==> src/rtl/mux_n_pkg.sv <==
// Shared types and constants for the pipelined N:1 word multiplexer.
// The skid buffer is generic over entry width; the top packs {err, src, data} into it.
package mux_n_pkg;

    localparam int MIN_INPUTS     = 2;
    localparam int MAX_INPUTS     = 16;
    localparam int MAX_DATA_WIDTH = 64;
    localparam int MAX_SEL_WIDTH  = 4;

    typedef enum logic [1:0] {
        EMPTY = 2'd0,
        ONE   = 2'd1,
        FULL  = 2'd2
    } state_t;

    // Widest entry layout; instances pack the same fields at their exact widths.
    typedef struct packed {
        logic [MAX_DATA_WIDTH-1:0] data;
        logic [MAX_SEL_WIDTH-1:0]  src;
        logic                      err;
    } entry_t;

    function automatic int sel_width(input int n);
        return (n > 1) ? $clog2(n) : 1;
    endfunction

endpackage

==> src/rtl/mux_skid_buf.sv <==
// Two-entry output stage (main + skid) with valid/ready on both sides.
// Outputs always show the main register; in_ready decodes from registered state only.
module mux_skid_buf
    import mux_n_pkg::*;
#(
    parameter int W = 8
) (
    input  logic         clk,
    input  logic         rst_n,
    input  logic [W-1:0] in_entry_i,
    input  logic         in_valid_i,
    output logic [W-1:0] out_entry_o,
    output logic         out_valid_o,
    input  logic         out_ready_i,
    output logic [1:0]   state_o
);

    // Handshake: a transfer happens on a rising edge where valid && ready are both high.
    state_t       state_q, state_d;
    logic [W-1:0] main_q, main_d;
    logic [W-1:0] skid_q, skid_d;
    logic         in_fire;
    logic         out_fire;

    assign in_fire     = in_valid_i && (state_q != FULL);
    assign out_fire    = (state_q != EMPTY) && out_ready_i;
    assign out_entry_o = main_q;
    assign out_valid_o = (state_q != EMPTY);
    assign state_o     = state_q;

    always_comb begin
        state_d = state_q;
        main_d  = main_q;
        skid_d  = skid_q;
        case (state_q)
            EMPTY: begin
                if (in_fire) begin
                    main_d  = in_entry_i;
                    state_d = ONE;
                end
            end
            ONE: begin
                if (in_fire && out_fire) begin
                    main_d = in_entry_i;
                end else if (in_fire) begin
                    skid_d  = in_entry_i;
                    state_d = FULL;
                end else if (out_fire) begin
                    state_d = EMPTY;
                end
            end
            FULL: begin
                if (out_fire) begin
                    main_d  = skid_q;
                    state_d = ONE;
                end
            end
            default: state_d = EMPTY;
        endcase
    end

    always_ff @(posedge clk or negedge rst_n) begin
        if (!rst_n) begin
            state_q <= EMPTY;
            main_q  <= '0;
            skid_q  <= '0;
        end else begin
            state_q <= state_d;
            main_q  <= main_d;
            skid_q  <= skid_d;
        end
    end

endmodule

==> src/rtl/mux_n_pipe.sv <==
// Pipelined N:1 word mux: selects a word, tags it with its source index and a
// range-error flag, and hands it to a two-entry skid stage. Bad selects are counted.
module mux_n_pipe
    import mux_n_pkg::*;
#(
    parameter  int DATA_WIDTH    = 32,
    parameter  int NUM_INPUTS    = 3,
    parameter  int ERR_CNT_WIDTH = 16,
    localparam int SEL_WIDTH     = sel_width(NUM_INPUTS)
) (
    input  logic                             clk,
    input  logic                             rst_n,
    input  logic [NUM_INPUTS*DATA_WIDTH-1:0] in_data,
    input  logic [SEL_WIDTH-1:0]             in_sel,
    input  logic                             in_valid,
    output logic                             in_ready,
    output logic [DATA_WIDTH-1:0]            out_data,
    output logic [SEL_WIDTH-1:0]             out_src,
    output logic                             out_err,
    output logic                             out_valid,
    input  logic                             out_ready,
    output logic [ERR_CNT_WIDTH-1:0]         err_count
);

    localparam int ENTRY_W = DATA_WIDTH + SEL_WIDTH + 1;

    if (NUM_INPUTS < MIN_INPUTS || NUM_INPUTS > MAX_INPUTS) begin : g_bad_num_inputs
        $error("mux_n_pipe: NUM_INPUTS must be in 2..16");
    end

    logic [DATA_WIDTH-1:0]    sel_word;
    logic                     sel_err;
    logic [ENTRY_W-1:0]       in_entry;
    logic [ENTRY_W-1:0]       out_entry;
    logic [1:0]               buf_state;
    logic                     in_fire;
    logic [ERR_CNT_WIDTH-1:0] err_cnt_q, err_cnt_d;

    // Match against each legal index so an out-of-range select never indexes past in_data.
    always_comb begin
        sel_word = '0;
        sel_err  = 1'b1;
        for (int k = 0; k < NUM_INPUTS; k++) begin
            if (in_sel == SEL_WIDTH'(k)) begin
                sel_word = in_data[k*DATA_WIDTH +: DATA_WIDTH];
                sel_err  = 1'b0;
            end
        end
    end

    assign in_entry = {sel_err, in_sel, sel_word};
    assign in_ready = (buf_state != FULL);
    assign in_fire  = in_valid && in_ready;

    mux_skid_buf #(.W(ENTRY_W)) u_skid (
        .clk         (clk),
        .rst_n       (rst_n),
        .in_entry_i  (in_entry),
        .in_valid_i  (in_valid),
        .out_entry_o (out_entry),
        .out_valid_o (out_valid),
        .out_ready_i (out_ready),
        .state_o     (buf_state)
    );

    assign {out_err, out_src, out_data} = out_entry;

    always_comb begin
        err_cnt_d = err_cnt_q;
        if (in_fire && sel_err && (err_cnt_q != '1)) begin
            err_cnt_d = err_cnt_q + 1'b1;
        end
    end

    always_ff @(posedge clk or negedge rst_n) begin
        if (!rst_n) begin
            err_cnt_q <= '0;
        end else begin
            err_cnt_q <= err_cnt_d;
        end
    end

    assign err_count = err_cnt_q;

endmodule

==> config.mk <==
export PLATFORM = sky130hd
export DESIGN_NAME = mux_n_pipe
export DESIGN_NICKNAME = d
export VERILOG_FILES = /design/src/rtl/mux_n_pkg.sv /design/src/rtl/mux_skid_buf.sv /design/src/rtl/mux_n_pipe.sv
export SDC_FILE = /design/constraint.sdc
export NUM_CORES = 1
export LEC_CHECK = 0
export BUFFER_PORTS_ARGS = -buffer_cell sky130_fd_sc_hd__buf_2
export CAP_MARGIN = 20
export CORE_MARGIN = 2
export CORE_UTILIZATION = 29
export DETAILED_ROUTE_END_ITERATION = 10
export PLACE_DENSITY_LB_ADDON = 0.3
export SETUP_SLACK_MARGIN = 0.15
export SLEW_MARGIN = 10
export SYNTH_ARGS = -nofsm -noshare
export SYNTH_HDL_FRONTEND = slang
export SYNTH_SLANG_ARGS = --single-unit
==> constraint.sdc <==
create_clock -name clk -period 2.7 [get_ports clk]
set_clock_uncertainty 0.2 [all_clocks]
set_input_delay 0.54 -clock clk [delete_from_list [all_inputs] [get_ports clk]]
set_output_delay 0.54 -clock clk [all_outputs]
set_load 0.1 [all_outputs]
# == Yosys cells after proc, flatten, opt, wreduce, memory -nomap -nowiden ==
# Index checks and enable logic that the tools add are counted.
# classes
add_sub_neg,1
n_eq_ne,11
n_mux,16
bitwise_logic,1
reduce_logical,12
# ops
cell,n
$mux W35,3
$pmux W35 S3,1
$mux W32,3
$add A16 B1 Y16 const B,1
$ne A16 B16 Y1 const B,1
$mux W2,5
$reduce_and A4 Y1,2
$ne A2 B2 Y1 const B,3
$pmux W2 S3,1
$logic_and A1 B1 Y1,5
$eq A2 B1 Y1 const B,2
$eq A2 B2 Y1 const B,2
$logic_not A2 Y1,2
$ne A2 B1 Y1 const B,2
$mux W1,3
$ne A3 B2 Y1 const B,1
$reduce_and A3 Y1,1
$reduce_bool A3 Y1,1
$reduce_bool A2 Y1,1
$not A1 Y1,1
# word_totals
regBits,88
inputBits,102
out_inout_bits,53

# == Longest topological paths before layout ==
# Gate-level depths: netlist (run 1).
# logic_depth
depth_word,6
mapped_depth,7
depth_no_buf,6

# == By module ==
# A second synthesis (run 1) with hierarchy kept.
# unflattened
cells_unflattened,380
hier_area_um2,4899.7
# modules_own_cells
mod,instances,cells_per_inst,area_per_inst_um2
mux_skid_buf,1,201,3448.3
mux_n_pipe,1,179,1451.4

# == Worst setup path before layout (run 1) ==
# No wires, ideal clock.
# synth_path
path_kind,register to register
from,"register u_skid.state_q[0], in the netlist u_skid.state_o[0]"
to,"register u_skid.main_q[17], in the netlist u_skid.out_entry_o[17]"
setup_ps,125
t_arrival_ps,2662
slack_ps,-287
path_stages_with_launch,8
synth_period_minus_slack_ps,2987
cell_sequence,dfrtp_1 -> inv_1 -> ha_1 -> buf_4 -> clkinv_1 -> clkbuf_1 -> mux2_2 -> mux2_2
# synth_between
elab_chain_cells,5
elab_cells_between_ends,14
cone_classes,eq/ne (6); mux (1); reduce/logical (7)
# synth_lines
item,line_no,source
"start, declared",mux_skid_buf.sv:19,"state_t state_q, state_d;"
"start signal, assigned",mux_skid_buf.sv:68,state_q <= state_d;
$ne A2 B2 Y1 *,--,
net in_ready,mux_n_pipe.sv:16,"output logic in_ready,"
$logic_and A1 B1 Y1 *,mux_skid_buf.sv:25,assign in_fire = in_valid_i && (state_q != FULL);
$logic_and A1 B1 Y1,mux_skid_buf.sv:43,if (in_fire && out_fire) begin
$ne A2 B1 Y1 (no source line),--,
$reduce_and A4 Y1 (no source line) *,--,
"end signal, assigned",mux_skid_buf.sv:69,main_q <= main_d;
"end, declared",mux_skid_buf.sv:20,"logic [W-1:0] main_q, main_d;"
# Mark *: on every way through the listed nets, which the timed path passes. The rest lies on a longest branch.
# A chain may end at the register's enable or synchronous reset.

# == Worst setup path in the final report (run 1) ==
# layout_path
from,"register u_skid.state_q[0], in the netlist u_skid.state_o[0]"
to,output port in_ready
# layout_between
elab_chain_cells,1
# layout_lines
item,line_no,source
$ne A2 B2 Y1,mux_n_pipe.sv:52,assign in_ready = (buf_state != FULL);
"end, declared",mux_n_pipe.sv:16,
# Every way passes these cells.

==> impl_metrics.csv, run 1 <==
group,metric,value,unit
power,p_switching,3.82,mW
floorplanning,core_area,0.0158,sq mm
routing,drt_iter0_markers,100,
grt,use_met1,17.8,%
logic_synthesis,yosys-top-cells-area,"dfrtp_1, mux2_2, mux2i_1",
cts,cts-htree-levels,3,
worst_setup_path,worstPathArrival,1.70,ns
final_layout,multi_input_area,0.00235,sq mm
floorplanning,die_width,131,microns
sta,finalSetupViolations,0,
sta,worstMarginPinSlew,0.904,ns
worst_setup_path,start_kind,"flop",
final_layout,regArea,0.00221,sq mm
cts,cts_buffers,9,
final_layout,nFillCells,1541,
floorplanning,initial_core_util,29.6,%
power,p_leak,2.88,nW
placement,dp_cells,728,
routing,vias,3477,
routing,wire_per_inst,15.8,microns
final_layout,final_cell_mix,"buf_2, mux2_2, dfrtp_1",
cts,cts_max_path_buffers,2,
power,p_int,3.82,mW
logic_synthesis,synth_largest_area_cell,"dfrtp_1",
floorplanning,ios,155,
cts,ctsHoldBuffers,0,
worst_setup_path,worstPathRequired,1.96,ns
sta,fmax,409,MHz
logic_synthesis,ys_seq_area_share,47.1,%
power,peakVddDrop,0.000736,V
logic_synthesis,ys_types,35,
final_layout,final_area,0.00603,sq mm
logic_synthesis,synth_ff_type,"dfrtp_1",
cts,clock-sinks,88,
cts,clk_pin_slew,0.06,ns
floorplanning,design.die.area,0.0172,sq mm
logic_synthesis,synth-async-reset-ratio,100,%
grt,met2_usage,23.9,%
final_layout,num_antenna_cells,0,
routing,first_pass_iters,4,
placement,gp_congestion,0.748,
power,clkPwrFrac,15.3,%
grt,grt_max_degree,52,
worst_setup_path,critPathKind,"flop to output pin",
floorplanning,core.rowCount,46,
grt,use_met3,2.57,%
worst_setup_path,crit_path_start,"u_skid.state_o[0]",
grt,grt_pass1_wl,18400,microns
run_status,status,"finished clean",
grt,antenna_found_initial,0,
worst_hold_path,hold_path_class,"primary input to asynchronous set/reset pin",
sta,period_minus_slack,2.44,ns
logic_synthesis,synth_seq_cells,88,
power,total_power,7.64,mW
placement,port_buffers,154,
final_layout,layout_commonest_cell,"buf_2",
logic_synthesis,syn_area_per_cell,12.8,sq um
routing,wl,11700,microns
power,powerDensity,1270,mW/mm^2
final_layout,fin_cells,743,
power,seqPwrFrac,27.9,%
routing,drc_errors,0,
worst_setup_path,cp_max_fo,10,
cts,cts_resized,1,
logic_synthesis,synth_edf_count,0,
grt,grtUsageTotal,14.2,%
power,switching_share,50.0,%
sta,slew_violations,0,
logic_synthesis,synth_top_area_share,47.1,%
final_layout,drive_gt1_share,55.0,%
sta,tns,0,ns
logic_synthesis,syn_area,0.00468,sq mm
routing,vias_per_cell,4.68,
grt,grt_pass1_vias,3534,
sta,grt_setup_unrepaired,"false",
final_layout,fin_util,38.1,%
sta,finalCritPeriodShare,90.5,%
logic_synthesis,yosysWarningCount,0,
cts,root_buffer,"clkbuf_16",
sta,finalHoldViolCount,0,
final_layout,finalNetCount,629,
worst_setup_path,rrSetupSlack,0.31,ns
routing,ant_nets,0,
cts,cts_post_setup_buffers_inserted,0,
worst_setup_path,cp-end-kind,"output pin",
floorplanning,die_h,131,microns
cts,cts_tree,"yes",
logic_synthesis,synthCells,365,
grt,overflow,0,
placement,hpwl,8410,microns
worst_setup_path,r2r_start,"u_skid.state_o[1]",
logic_synthesis,syn_nets,471,
run,timing.max_cap.violations,0,
final_layout,syn_to_final_growth,28.9,%
sta,max_slew_margin,39.6,%
power,share_comb_of_total_power,56.9,%
cts,worstSkewPairLatency,0.34,ns
grt,grt-busiest-layer,"met2",
placement,placed_area,0.00576,sq mm
stage by stage:
step	hold slack, ns	setup WS [ns]
after floorplan	0.0444	0.166
after global placement	0.265	0.374
after detailed placement	0.271	0.310
after CTS	0.0622	0.224
after global routing	0.0956	0.169
final	0.0445	0.257
routing by layer:
| layer | wire (microns) | share of wire [%] |
|---|---|---|
| met5 | 0 | 0 |
| met1 | 5230 | 45 |
| met3 | 483 | 4.1 |
| met2 | 5770 | 49 |
| met4 | 249 | 2.1 |
worst max-delay path, cell delays in order (launching register included):
cell      delay, ns
dfrtp_1        0.39
inv_1          0.10
ha_1           0.23
clkinv_2       0.18
buf_2          0.47
sequential cells by signal (all words and copies together) (netlist names):
name and count:
u_skid.skid_q 35, err_count 16, u_skid.out_entry_o 35, u_skid.state_o 2
layout make-up:
cell class                      count  area share [%]
Sequential cell                    88            36.6
Multi-Input combinational cell    250            38.9
Inverter                            5           0.332
Tap cell                          216            4.48
Clock buffer                       12            4.25
Timing Repair Buffer              169            15.1
Clock inverter                      3           0.290
path summary, 6_finish.rpt:
check	endpoint	depth (start not counted)
max in group asynchronous	u_skid.skid_q[13]	2
min in group clk	u_skid.out_entry_o[31]	1
worst max-delay path	in_ready	4
worst min-delay path	err_count[8]	1
worst min register to register	u_skid.out_entry_o[31]	1
worst max register to register	u_skid.out_entry_o[2]	7
cell usage after synthesis (all sizes together) (5+ instances only):
master / number
nand2: 10
mux2i: 32
dfrtp: 88
buf: 14
xnor2: 16
clkbuf: 8
nand4: 7
mux2: 104
o21ai: 8
o2bb2ai: 32
nor2: 5
nand3: 7
power by group through the flow:
stage	registers, mW	logic (mW)	clock network (mW)
3_3_place_gp	2.14	4.33	0
3_5_place_dp	2.16	4.40	0
6_report	2.13	4.35	1.17
5_1_grt	2.20	4.57	1.28
2_1_floorplan	4.05	1.70	0
4_1_cts	2.14	4.41	1.22
cells by family after synthesis:
family | after synthesis | synth area share [%]
AOI/OAI and AO/OA | 49 | 8.69
xor gates and xnor gates | 16 | 3.00
adders and majority gates | 4 | 1.07
buffers and inverters | 27 | 3.00
DFF | 88 | 47.1
muxes | 136 | 31.9
and+or+nand+nor | 45 | 5.30
(Power assumes the default switching activity.)
==> inputs of run 2 (changes only) <==
--- a/config.mk
+++ b/config.mk
@@ -7,2 +7,3 @@
 export LEC_CHECK = 0
+export ABC_CLOCK_PERIOD_IN_PS = 2700
 export BUFFER_PORTS_ARGS = -buffer_cell sky130_fd_sc_hd__buf_2
--- a/constraint.sdc
+++ b/constraint.sdc
@@ -4,2 +4,2 @@
 set_output_delay 0.54 -clock clk [all_outputs]
-set_load 0.1 [all_outputs]
+set_load 0.005 [all_outputs]
==> run 2 against run 1 <==
  * Worst hold slack better by 0.24 ns
  * Sequential cell count stayed put
  * Final cell count stayed put
  * Sequential share of layout area is 0.19 points lower
  * Setup slack worse by 0.043 ns
  * Critical path type unchanged
  * Critical endpoint unchanged
  * Largest cell class unchanged
==> impl_metrics.csv, run 2 (synthesis results as in run 1) <==
group,metric,value,unit
run_status,status,"finished clean",
grt,antenna_found_initial,0,
floorplanning,die_h,131,microns
grt,grtUsageTotal,13.9,%
cts,clock-sinks,88,
sta,finalCritPeriodShare,92.1,%
run,timing.max_cap.violations,0,
cts,cts_post_setup_buffers_inserted,0,
floorplanning,initial_core_util,29.6,%
grt,grt_pass1_vias,3700,
floorplanning,core.rowCount,46,
final_layout,final_cell_mix,"buf_2, mux2_2, dfrtp_1",
grt,grt_pass1_wl,18100,microns
routing,ant_nets,0,
cts,clk_pin_slew,0.06,ns
sta,finalHoldViolCount,0,
worst_hold_path,hold_path_class,"flop to flop",
sta,grt_setup_unrepaired,"true",
cts,cts_max_path_buffers,2,
floorplanning,design.die.area,0.0172,sq mm
sta,period_minus_slack,2.49,ns
final_layout,nFillCells,1569,
final_layout,drive_gt1_share,53.6,%
cts,cts_tree,"yes",
sta,slew_violations,0,
placement,port_buffers,154,
routing,vias,3551,
floorplanning,core_area,0.0158,sq mm
sta,finalSetupViolations,0,
sta,worstMarginPinSlew,0.832,ns
placement,hpwl,8270,microns
cts,cts-htree-levels,3,
final_layout,finalNetCount,627,
worst_setup_path,cp_max_fo,33,
sta,tns,0,ns
final_layout,fin_util,38.2,%
final_layout,syn_to_final_growth,29.2,%
grt,overflow,0,
routing,vias_per_cell,4.78,
worst_setup_path,worstPathRequired,1.96,ns
worst_setup_path,cp-end-kind,"output pin",
routing,first_pass_iters,4,
floorplanning,die_width,131,microns
grt,grt_max_degree,47,
worst_setup_path,worstPathArrival,1.75,ns
cts,root_buffer,"clkbuf_16",
routing,wl,11500,microns
sta,max_slew_margin,44.4,%
placement,gp_congestion,0.751,
floorplanning,ios,155,
routing,drt_iter0_markers,160,
worst_setup_path,start_kind,"flop",
routing,wire_per_inst,15.4,microns
power,p_leak,2.89,nW
worst_setup_path,critPathKind,"flop to output pin",
routing,drc_errors,0,
final_layout,layout_commonest_cell,"buf_2",
power,total_power,5.60,mW
sta,fmax,402,MHz
cts,worstSkewPairLatency,0.34,ns
power,powerDensity,926,mW/mm^2
power,peakVddDrop,0.000392,V
cts,cts_buffers,9,
[run 2: area by class of cell]
| type | instances | area (sq um) | share of cell area (%) |
|---|---|---|---|
| antenna | 1 | 2.50 | 0.0414 |
| clock buffer | 14 | 274 | 4.53 |
| clock inverter | 2 | 12.5 | 0.207 |
| inverter | 5 | 18.8 | 0.310 |
| multi-input combinational | 250 | 2350 | 38.9 |
| sequential | 88 | 2200 | 36.4 |
| tap | 216 | 270 | 4.47 |
| timing repair buffer | 167 | 915 | 15.1 |
[run 2: stage by stage]
step | setup WS (ns) | area (sq um) | hold slack [ns] | std cells
4_1_cts | 0.189 | 6040 | 0.274 | 742
5_1_grt | 0.100 | 6040 | 0.302 | 742
2_1_floorplan | 0.491 | 4680 | 0.0444 | 365
3_5_place_dp | 0.236 | 5740 | 0.276 | 725
3_3_place_gp | 0.342 | 5740 | 0.265 | 725
6_report | 0.213 | 6050 | 0.282 | 743
[run 2: critical path, stage by stage (launching register included)]
cell,delay (ns)
dfrtp_1,0.42
inv_1,0.12
ha_2,0.34
clkinv_1,0.15
buf_12,0.21
buf_2,0.15
[run 2: layer usage]
layer,vias to the layer above,track usage [%],share of wire [%]
met5,-,0,0
met4,0,4.88,1.4
met3,12,4.72,6.9
met2,119,22.5,47
met1,1740,17.3,45
li1,1680,-,-
[run 2: repair_timing]
item	CTS	global route
hold buffers	1	0
cloned	0	0
resized for setup	1	1
endpoints found under the setup margin	1	6
hold endpoints to repair	26	0
[run 2: where the power goes]
group          total (mW)  switching [mW]  internal (mW)
clock network        1.18           0.483          0.698
registers            2.14           0.285           1.86
logic                2.28           0.979           1.30
total                5.60            1.75           3.85
[run 2: path summary, 6_finish.rpt]
kind / start / end / slack, ns / cells past startpoint
setup reg to reg: u_skid.state_o[1] / u_skid.out_entry_o[19] / 0.31 / 7
setup / recovery: u_skid.state_o[0] / in_ready / 0.21 / 5
min in group asynchronous: rst_n / u_skid.out_entry_o[11] / 0.45 / 2
hold reg to reg: u_skid.skid_q[34] / u_skid.skid_q[34] / 0.28 / 2
max in group asynchronous: rst_n / u_skid.skid_q[20] / 1.27 / 3
hold / removal: u_skid.skid_q[34] / u_skid.skid_q[34] / 0.28 / 2
==> inputs of run 3 (changes only) <==
- RECOVER_POWER: not set -> 100
- REMOVE_ABC_BUFFERS: not set -> 1
==> run 3 against run 2 <==
  * Sequential power barely moved
  * Die area did not move
  * Wire length rose by 4.5%
  * Fmax rose by 1.2%
  * Setup slack improved by 0.030 ns
  * Critical endpoint is now u_skid.out_entry_o[16]
==> impl_metrics.csv, run 3 (synthesis results as in run 1) <==
group,metric,value,unit
run_status,status,"finished clean",
placement,hpwl,8870,microns
cts,clock-sinks,88,
power,peakVddDrop,0.000572,V
floorplanning,ios,155,
worst_setup_path,critPathKind,"flop to flop",
grt,grt_pass1_wl,18600,microns
worst_setup_path,worstPathArrival,2.47,ns
grt,antenna_found_initial,0,
routing,wire_per_inst,16.1,microns
power,p_leak,2.77,nW
grt,grt_max_degree,51,
routing,first_pass_iters,4,
sta,setup_slack,0.244,ns
routing,drt_iter0_markers,126,
final_layout,syn_to_final_growth,28.1,%
sta,max_slew_margin,34.0,%
final_layout,multi_input_area,0.00232,sq mm
floorplanning,core.rowCount,46,
cts,cts_max_path_buffers,2,
power,seqPwrFrac,38.6,%
routing,wl,12000,microns
final_layout,layout_commonest_cell,"buf_2",
floorplanning,core_area,0.0158,sq mm
placement,dp_worst_setup_slack,0.284,ns
power,share_comb_of_total_power,39.0,%
placement,port_buffers,154,
worst_setup_path,cp_num_buf_inv,2,
power,powerDensity,931,mW/mm^2
cts,worstSkewPairLatency,0.33,ns
final_layout,fin_cells,744,
sta,slew_violations,0,
floorplanning,initial_core_util,29.6,%
floorplanning,design.die.area,0.0172,sq mm
sta,worst_hold_slack,0.289,ns
final_layout,drive_gt1_share,46.8,%
floorplanning,die_h,131,microns
sta,tns,0,ns
sta,worstMarginPinSlew,0.991,ns
cts,clk_pin_slew,0.06,ns
final_layout,regArea,0.00220,sq mm
power,p_int,3.82,mW
routing,ant_nets,0,
final_layout,final_cell_mix,"buf_2, mux2_2, dfrtp_1",
worst_setup_path,cp_slowest_cell,"clkbuf_4",
worst_setup_path,cp_cell_sequence,"inv_1, ha_1, a21boi_0, o32a_1, o32ai_1, clkbuf_4, mux2_2",
cts,cts_post_setup_buffers_inserted,0,
placement,gp_congestion,0.856,
final_layout,nFillCells,1541,
worst_setup_path,worstPathRequired,2.71,ns
worst_setup_path,cp_max_fo,19,
floorplanning,die_width,131,microns
power,clkPwrFrac,22.4,%
sta,period_minus_slack,2.46,ns
routing,vias,3548,
worst_setup_path,crit_family,"compound AO/OA/AOI/OAI gates",
placement,dp_cells,727,
routing,drc_errors,0,
run,timing.max_cap.violations,0,
power,total_power,5.58,mW
worst_hold_path,hold_path_class,"flop to flop",
worst_setup_path,cp-end-kind,"flop",
grt,overflow,0,
worst_setup_path,start_kind,"flop",
sta,finalHoldViolCount,0,
cts,cts_tree,"yes",
sta,finalCritPeriodShare,91.0,%
sta,grt_setup_unrepaired,"false",
cts,cts_buffers,9,
worst_setup_path,slowest_delay,0.41,ns
final_layout,num_antenna_cells,0,
final_layout,finalNetCount,629,
sta,fmax,407,MHz
cts,root_buffer,"clkbuf_16",
power,switching_share,31.5,%
grt,grtUsageTotal,14.2,%
routing,vias_per_cell,4.77,
power,p_switching,1.75,mW
grt,grt_pass1_vias,3670,
sta,finalSetupViolations,0,
cts,cts-htree-levels,3,
-- run 3: cell types whose count changed in the layout (fill, tap and decap cells not counted), sizes merged --
cell | before | now
clkinv | 2 | 1
buf | 166 | 130
clkbuf | 14 | 50
bufinv | 0 | 1
diode | 1 | 0
clkinvlp | 1 | 2
inv | 4 | 5
-- run 3: stage by stage --
step / utilization (%) / cell area, sq um
after global placement: 36.4 / 5760
after global routing: 37.8 / 5990
after CTS: 38.3 / 6070
after detailed placement: 36.4 / 5760
final: 37.8 / 5990
after floorplan: - / 4560
-- run 3: power by group through the flow --
stage          clock network [mW]  registers, mW  logic, mW
3_5_place_dp                    0           2.17       2.32
2_1_floorplan                   0           2.12       1.48
6_report                     1.25           2.15       2.17
5_1_grt                      1.36           2.23       2.40
3_3_place_gp                    0           2.15       2.24
4_1_cts                      1.29           2.15       2.33
-- run 3: worst paths after layout --
path / startpoint / endpoint / slack, ns / depth (start not counted)
setup / recovery: u_skid.state_o[1] / u_skid.out_entry_o[16] / 0.24 / 7
hold / removal: u_skid.out_entry_o[33] / u_skid.out_entry_o[33] / 0.29 / 1
setup reg to reg: u_skid.state_o[1] / u_skid.out_entry_o[16] / 0.24 / 7
hold reg to reg: u_skid.out_entry_o[33] / u_skid.out_entry_o[33] / 0.29 / 1
max in group asynchronous: rst_n / u_skid.skid_q[23] / 0.77 / 3
min in group asynchronous: rst_n / u_skid.skid_q[33] / 0.72 / 2
-- run 3: layer usage --
| metal | up-vias | share of wire (%) | global-route usage [%] |
|---|---|---|---|
| li1 | 1670 | - | - |
| met1 | 1764 | 45 | 18.6 |
| met2 | 99 | 48 | 23.2 |
| met3 | 15 | 4.4 | 2.20 |
| met4 | 0 | 2.1 | 6.01 |
| met5 | - | 0 | 0 |
-- run 3: repair_timing --
item | CTS | global route
hold endpoints to repair | 38 | 0
setup endpoints to repair | 1 | 0
hold buffers | 1 | 0
resized for setup | 1 | 0
-- run 3: area by class of cell --
class | instances | area share, %
Clock buffer | 12 | 4.11
Timing Repair Buffer | 169 | 14.6
Inverter | 5 | 0.313
Clock inverter | 4 | 0.898
Tap cell | 216 | 4.51
Multi-Input combinational cell | 250 | 38.8
Sequential cell | 88 | 36.8
